==> config.mk <==
export PLATFORM = sky130hd
export DESIGN_NAME = bp_be_fe_queue_rolly
export DESIGN_NICKNAME = d
export VERILOG_FILES = /design/src/rtl/bp_be_pkg.sv /design/src/rtl/bsg_mem_1r1w.sv /design/src/rtl/bp_be_fe_queue_rolly.sv
export SDC_FILE = /design/constraint.sdc
export NUM_CORES = 1
export LEC_CHECK = 0
export ABC_AREA = 1
export BUFFER_PORTS_ARGS = -buffer_cell sky130_fd_sc_hd__buf_2
export CAP_MARGIN = 20
export CORE_UTILIZATION = 32
export DETAILED_ROUTE_END_ITERATION = 7
export GPL_TIMING_DRIVEN = 0
export HOLD_SLACK_MARGIN = 0.02
export PLACE_DENSITY = 0.52
export SYNTH_ARGS = -nofsm -noshare
export SYNTH_HDL_FRONTEND = slang
export SYNTH_SLANG_ARGS = --single-unit
==> constraint.sdc <==
create_clock -name clk_i -period 10.8 [get_ports clk_i]
set_input_delay 2.7 -clock clk_i [delete_from_list [all_inputs] [get_ports clk_i]]
set_output_delay 2.7 -clock clk_i [all_outputs]
set_load 0.005 [all_outputs]
==> src/rtl/bp_be_pkg.sv <==
// Shared back-end types: processor configs, FE queue widths and status.
package bp_be_pkg;

    typedef enum logic [1:0] {
        e_bp_default_cfg,
        e_bp_inv_cfg,
        e_bp_multicore_cfg
    } bp_params_e;

    typedef struct packed {
        logic full;
        logic empty;
    } fe_queue_status_s;

    function automatic int fe_queue_width(bp_params_e cfg);
        case (cfg)
            e_bp_inv_cfg: return 32;
            default:      return 64;
        endcase
    endfunction

    // One extra wrap bit lets full and empty be told apart.
    function automatic int ptr_width(int els);
        return $clog2(els) + 1;
    endfunction

endpackage

==> src/rtl/bsg_mem_1r1w.sv <==
// One-write one-read register file with asynchronous read.
module bsg_mem_1r1w #(
    parameter int width_p = 32,
    parameter int els_p = 8,
    localparam int addr_w_lp = $clog2(els_p)
) (
    input  logic                 clk_i,
    input  logic                 w_v_i,
    input  logic [addr_w_lp-1:0] w_addr_i,
    input  logic [width_p-1:0]   w_data_i,
    input  logic [addr_w_lp-1:0] r_addr_i,
    output logic [width_p-1:0]   r_data_o
);

    logic [width_p-1:0] mem_r [els_p];

    always_ff @(posedge clk_i) begin
        if (w_v_i) begin
            mem_r[w_addr_i] <= w_data_i;
        end
    end

    assign r_data_o = mem_r[r_addr_i];

endmodule

==> src/rtl/bp_be_fe_queue_rolly.sv <==
// FE->BE queue with speculative read, commit and roll-back pointers.
// Define BP_BE_FE_QUEUE_BYPASS_EN to forward an enqueue straight to an empty output.
module bp_be_fe_queue_rolly
    import bp_be_pkg::*;
#(
    parameter bp_params_e bp_params_p = e_bp_inv_cfg,
    parameter int els_p = 8,
    localparam int fe_queue_width_lp = fe_queue_width(bp_params_p)
) (
    input  logic                         clk_i,
    input  logic                         reset_i,
    input  logic [fe_queue_width_lp-1:0] fe_queue_i,
    input  logic                         fe_queue_v_i,
    output logic                         fe_queue_ready_o,
    output logic [fe_queue_width_lp-1:0] fe_queue_o,
    output logic                         fe_queue_v_o,
    input  logic                         fe_queue_yumi_i,
    input  logic                         fe_queue_clr_i,
    input  logic                         fe_queue_deq_i,
    input  logic                         fe_queue_roll_i
);

    localparam int ptr_w_lp = ptr_width(els_p);
    localparam int idx_w_lp = ptr_w_lp - 1;

    logic [ptr_w_lp-1:0] wptr_r, rptr_r, cptr_r;
    logic [fe_queue_width_lp-1:0] rdata;
    fe_queue_status_s status;
    logic enq, yumi_ok, deq_ok;

    // Full when write is exactly one lap ahead of the commit pointer.
    assign status.full  = (wptr_r[idx_w_lp] != cptr_r[idx_w_lp])
                        && (wptr_r[idx_w_lp-1:0] == cptr_r[idx_w_lp-1:0]);
    assign status.empty = (rptr_r == wptr_r);

    assign fe_queue_ready_o = reset_i | ~status.full;
    assign enq = fe_queue_v_i & ~status.full & ~reset_i & ~fe_queue_clr_i;

`ifdef BP_BE_FE_QUEUE_BYPASS_EN
    logic byp;
    assign byp = status.empty & enq;
    assign fe_queue_v_o = ~reset_i & ~fe_queue_clr_i & (~status.empty | byp);
    assign fe_queue_o = byp ? fe_queue_i : rdata;
`else
    assign fe_queue_v_o = ~reset_i & ~fe_queue_clr_i & ~status.empty;
    assign fe_queue_o = rdata;
`endif

    assign yumi_ok = fe_queue_yumi_i & fe_queue_v_o;
    assign deq_ok = fe_queue_deq_i & (cptr_r != rptr_r)
                  & ~fe_queue_clr_i & ~reset_i;

    always_ff @(posedge clk_i) begin
        if (reset_i) begin
            wptr_r <= '0;
            rptr_r <= '0;
            cptr_r <= '0;
        end else if (fe_queue_clr_i) begin
            rptr_r <= wptr_r;
            cptr_r <= wptr_r;
        end else begin
            if (enq) begin
                wptr_r <= wptr_r + ptr_w_lp'(1);
            end
            if (fe_queue_roll_i) begin
                rptr_r <= cptr_r + ptr_w_lp'(deq_ok);
            end else if (yumi_ok) begin
                rptr_r <= rptr_r + ptr_w_lp'(1);
            end
            if (deq_ok) begin
                cptr_r <= cptr_r + ptr_w_lp'(1);
            end
        end
    end

    bsg_mem_1r1w #(
        .width_p(fe_queue_width_lp),
        .els_p  (els_p)
    ) mem (
        .clk_i   (clk_i),
        .w_v_i   (enq),
        .w_addr_i(wptr_r[idx_w_lp-1:0]),
        .w_data_i(fe_queue_i),
        .r_addr_i(rptr_r[idx_w_lp-1:0]),
        .r_data_o(rdata)
    );

`ifndef SYNTHESIS
    always_ff @(posedge clk_i) begin
        if (!reset_i && !fe_queue_clr_i) begin
            assert (!(fe_queue_yumi_i && !fe_queue_v_o))
                else $error("yumi with no valid entry");
            assert (!(fe_queue_deq_i && cptr_r == rptr_r))
                else $error("deq with nothing consumed");
        end
    end
`endif

endmodule

==> results by group <==
Worst setup path
  – Worst flop-to-flop path startpoint: cptr_r[0]
  – Longest individual stage delay on the worst path: between 0.2 and 0.25 ns
  – Worst reg2reg path depth: 6
  – Type of destination of the critical path: output pin
  – Critical path's most frequent cell: sky130_fd_sc_hd__buf_2
  – Endpoint of the worst register-to-register path: mem.mem_r[3][5]
  – WP data required: 8.10 ns
  – Cell with the largest stage delay on the worst path: sky130_fd_sc_hd__buf_2
  – Kind of start point of the critical path: input port
  – Reg2reg setup slack: 8.40 ns
  – Setup Crit Path Kind: in2out
  – Critical Path AT: 3.36 ns
  – Crit-path max FO: 9
  – Critical path, cell by cell: buf_2 -> inv_1 -> nand3_1 -> buf_2

Floorplan
  – Floorplan die area: ~0.035 mm^2
  – Width of the die: 188 um
  – Rows: between 60 and 70
  – Ports placed on the boundary: 73
  – Vertical die dimension: between 150 and 200 um
  – Core ar.: ~0.034 mm^2
  – Initial core utilization: 0.328

Synthesis
  – Synth Net Count: 949
  – Share of flip-flops with an asynchronous set or reset after synthesis: 0
  – Post-synth design cell area: approximately 0.011 mm^2
  – Part of the Yosys area used for sequential elements: 0.720
  – Number of instances in the synthesized netlist: 905
  – EDFF count, synth: 256
  – Synth warnings: 0
  – Unique cell type count in the Yosys netlist: 29
  – Post-Synthesis Mean Instance Area: 12.3 um^2
  – Synthesized flop and latch total: about 270
  – Top FF cell, synth: sky130_fd_sc_hd__edfxtp_1

Final layout
  – Commonest non-fill, non-tap cell in the layout: sky130_fd_sc_hd__edfxtp_1
  – Area Overhead vs Synth: 18.7%
  – Filler cell count: 3240
  – Leading cell types in the layout, fill and taps excluded: sky130_fd_sc_hd__edfxtp_1, sky130_fd_sc_hd__nor2_1, sky130_fd_sc_hd__nand2_1, sky130_fd_sc_hd__buf_2, sky130_fd_sc_hd__o21ai_0
  – Multi-input gate area: between 0.002 and 0.003 mm^2
  – Ant diodes: 0
  – Final nets: between 1000 and 1500
  – Sequential standard cell area: 0.00799 mm^2
  – Non-Filler Cell Area, Final: 0.0132 mm^2
  – Final Instance Count excl. Fillers: 1492
  – Share of cells above drive strength 1: 0.174

Placement
  – Number of port buffers: 71
  – Final weighted congestion in routability-driven placement: 0.779
  – Total half-perimeter wirelength after legalization and detailed placement: 18.2 mm
  – Cell Count Post-Placement: 1440
  – Placed instance area: about 0.012 mm^2

Detailed routing
  – Remaining DRCs: 0
  – Count of TritonRoute iterations in the first routing pass: 4
  – Average wire per cell in the routed design: about 19 um
  – Antenna-violating nets left: 0
  – Final routed wirelength across all metal layers: roughly 28 mm
  – Via density per instance: slightly below 5
  – Drt initial violations: 450
  – Vias after detailed routing: 7221

Clock tree
  – Maximum number of buffers from clock root to sink: 3
  – Clk_lat worst skew: 0.55 ns
  – Clock Sink Count: about 270
  – Clock Pin Slew Worst Setup and Hold Paths: 0.06 ns
  – Number of gates resized after cts: 0
  – Number of buffers added to fix hold violations after cts: 0
  – TritonCTS clock tree: done
  – Clock Root Buffer: sky130_fd_sc_hd__clkbuf_16
  – Total clock buffers created by CTS: 28
  – Post-CTS repair timing setup buffer count: 0
  – Clock H-tree levels: 1

Power
  – Worst voltage drop across the vdd grid: ~0.00011 V
  – Power density normalized to cell area: roughly 170 mW/mm^2
  – Power Total: 2.28 mW
  – Leakage power: 4.65 nW

Run status
  – Run status: complete, no violations

Global route
  – Pin count of the biggest net entering global routing: 24
  – Overflow left after global routing: 0
  – Overall fraction of global-route tracks in use: 0.159
  – Initial antenna violation count: 1
  – First-pass GRT wire length: approximately 43 mm
  – Vias in the first global route: 7174

STA
  – Minimum period implied by the final worst setup slack: 6.06 ns
  – Final TNS setup: 0 ns
  – Count of final max-slew check failures: 0
  – # setup viols final: 0
  – Peak clock frequency supported by timing: 0.165 GHz
  – Largest clock skew in the final design: 0.0174 ns
  – Unrepaired setup endpoints after global routing: no
  – Actual slew at the worst max-slew pin: 0.929 ns
  – Max-Slew Margin vs Limit: 0.377
  – Final cycle utilization of the critical path: 0.561
  – Count of endpoints failing hold in the final timing report: 0

Hold path
  – Sink of the worst hold path: wptr_r[3]
  – Start point of the worst min-delay path: wptr_r[3]
  – Hold path cells: 2
  – Class of the tightest hold or removal check: reg2reg

Job
  – Maximum capacitance violations: 0
## state kept, by name, indices dropped and copies added, names as in the netlist, named ones only
signal     flops
wptr_r         4
cptr_r         4
mem.mem_r    256
rptr_r         4
## routing by layer
metal	track usage	vias up	wire [um]
met4	0.0372	2	439
met5	0	-	13
met1	0.218	3524	12800
met2	0.269	179	13300
li1	-	3482	-
met3	0.0207	34	1330
## kinds of logic (layout without fill, tap and decap cells)
group                    Yosys count  in the layout  share of synthesized area
AO/OA/AOI/OAI                    149            149                     0.0892
adder cells (fa/ha/maj)            5              5                    0.00564
buffers and inverters             78            217                     0.0369
flip-flops                       271            271                      0.720
AND/OR/NAND/NOR                  392            392                      0.140
XOR/XNOR                          10             10                    0.00789
## how the worst max path moves through the flow
stage                 start                to  slack, ns  cells after the start
detailed placement  reset_i  fe_queue_ready_o       4.71                      4
global route        reset_i  fe_queue_ready_o       4.66                      4
CTS                 reset_i  fe_queue_ready_o       4.71                      4
floorplan           reset_i   mem.mem_r[3][0]       4.83                      6
global placement    reset_i  mem.mem_r[5][22]       2.29                      6
finish              reset_i  fe_queue_ready_o       4.74                      4
## worst max-delay path: cells and delay by family
| family | cells | cell delay, ns |
|---|---|---|
| simple gates | 1 | 0.13 |
| buf+inv | 3 | 0.53 |
## Yosys cell counts, drive strengths merged (5+ instances only)
cell type / count / area [um^2]
a21oi: 12 / 63.8
inv: 20 / 75.1
clkbuf: 23 / 86.3
ha: 5 / 62.6
o32ai: 64 / 561
buf: 33 / 240
nand2: 153 / 594
xor2: 7 / 61.3
o21ai: 73 / 365
nor2: 214 / 818
nand3: 19 / 108
edfxtp: 256 / 7690
dfxtp: 15 / 300
## power by group
part / internal, mW / switching, mW / leakage [nW] / total (mW)
Sequential: 1.16 / 0.00518 / 2.43 / 1.16
Combinational: 0.0704 / 0.136 / 1.80 / 0.207
Clock: 0.526 / 0.387 / 0.423 / 0.912
Total: 1.75 / 0.528 / 4.65 / 2.28
## cell type report
| cell class | instances | area share |
|---|---|---|
| Buffer | 56 | 0.0248 |
| Tap cell | 448 | 0.0426 |
| Inverter | 22 | 0.00627 |
| Multi-Input combinational cell | 556 | 0.209 |
| Clock inverter | 16 | 0.0106 |
| Timing Repair Buffer | 87 | 0.0451 |
| Clock buffer | 36 | 0.0555 |
| Sequential cell | 271 | 0.606 |
## through the flow
| stage | setup WS (ns) | hold WS [ns] | util |
|---|---|---|---|
| after floorplan | 4.83 | 0.490 | - |
| after global placement | 2.29 | 0.530 | 0.356 |
| after detailed placement | 4.71 | 0.536 | 0.364 |
| after CTS | 4.71 | 0.545 | 0.390 |
| after global routing | 4.66 | 0.601 | 0.390 |
| final | 4.74 | 0.547 | 0.390 |
(Power assumes the default switching activity.)
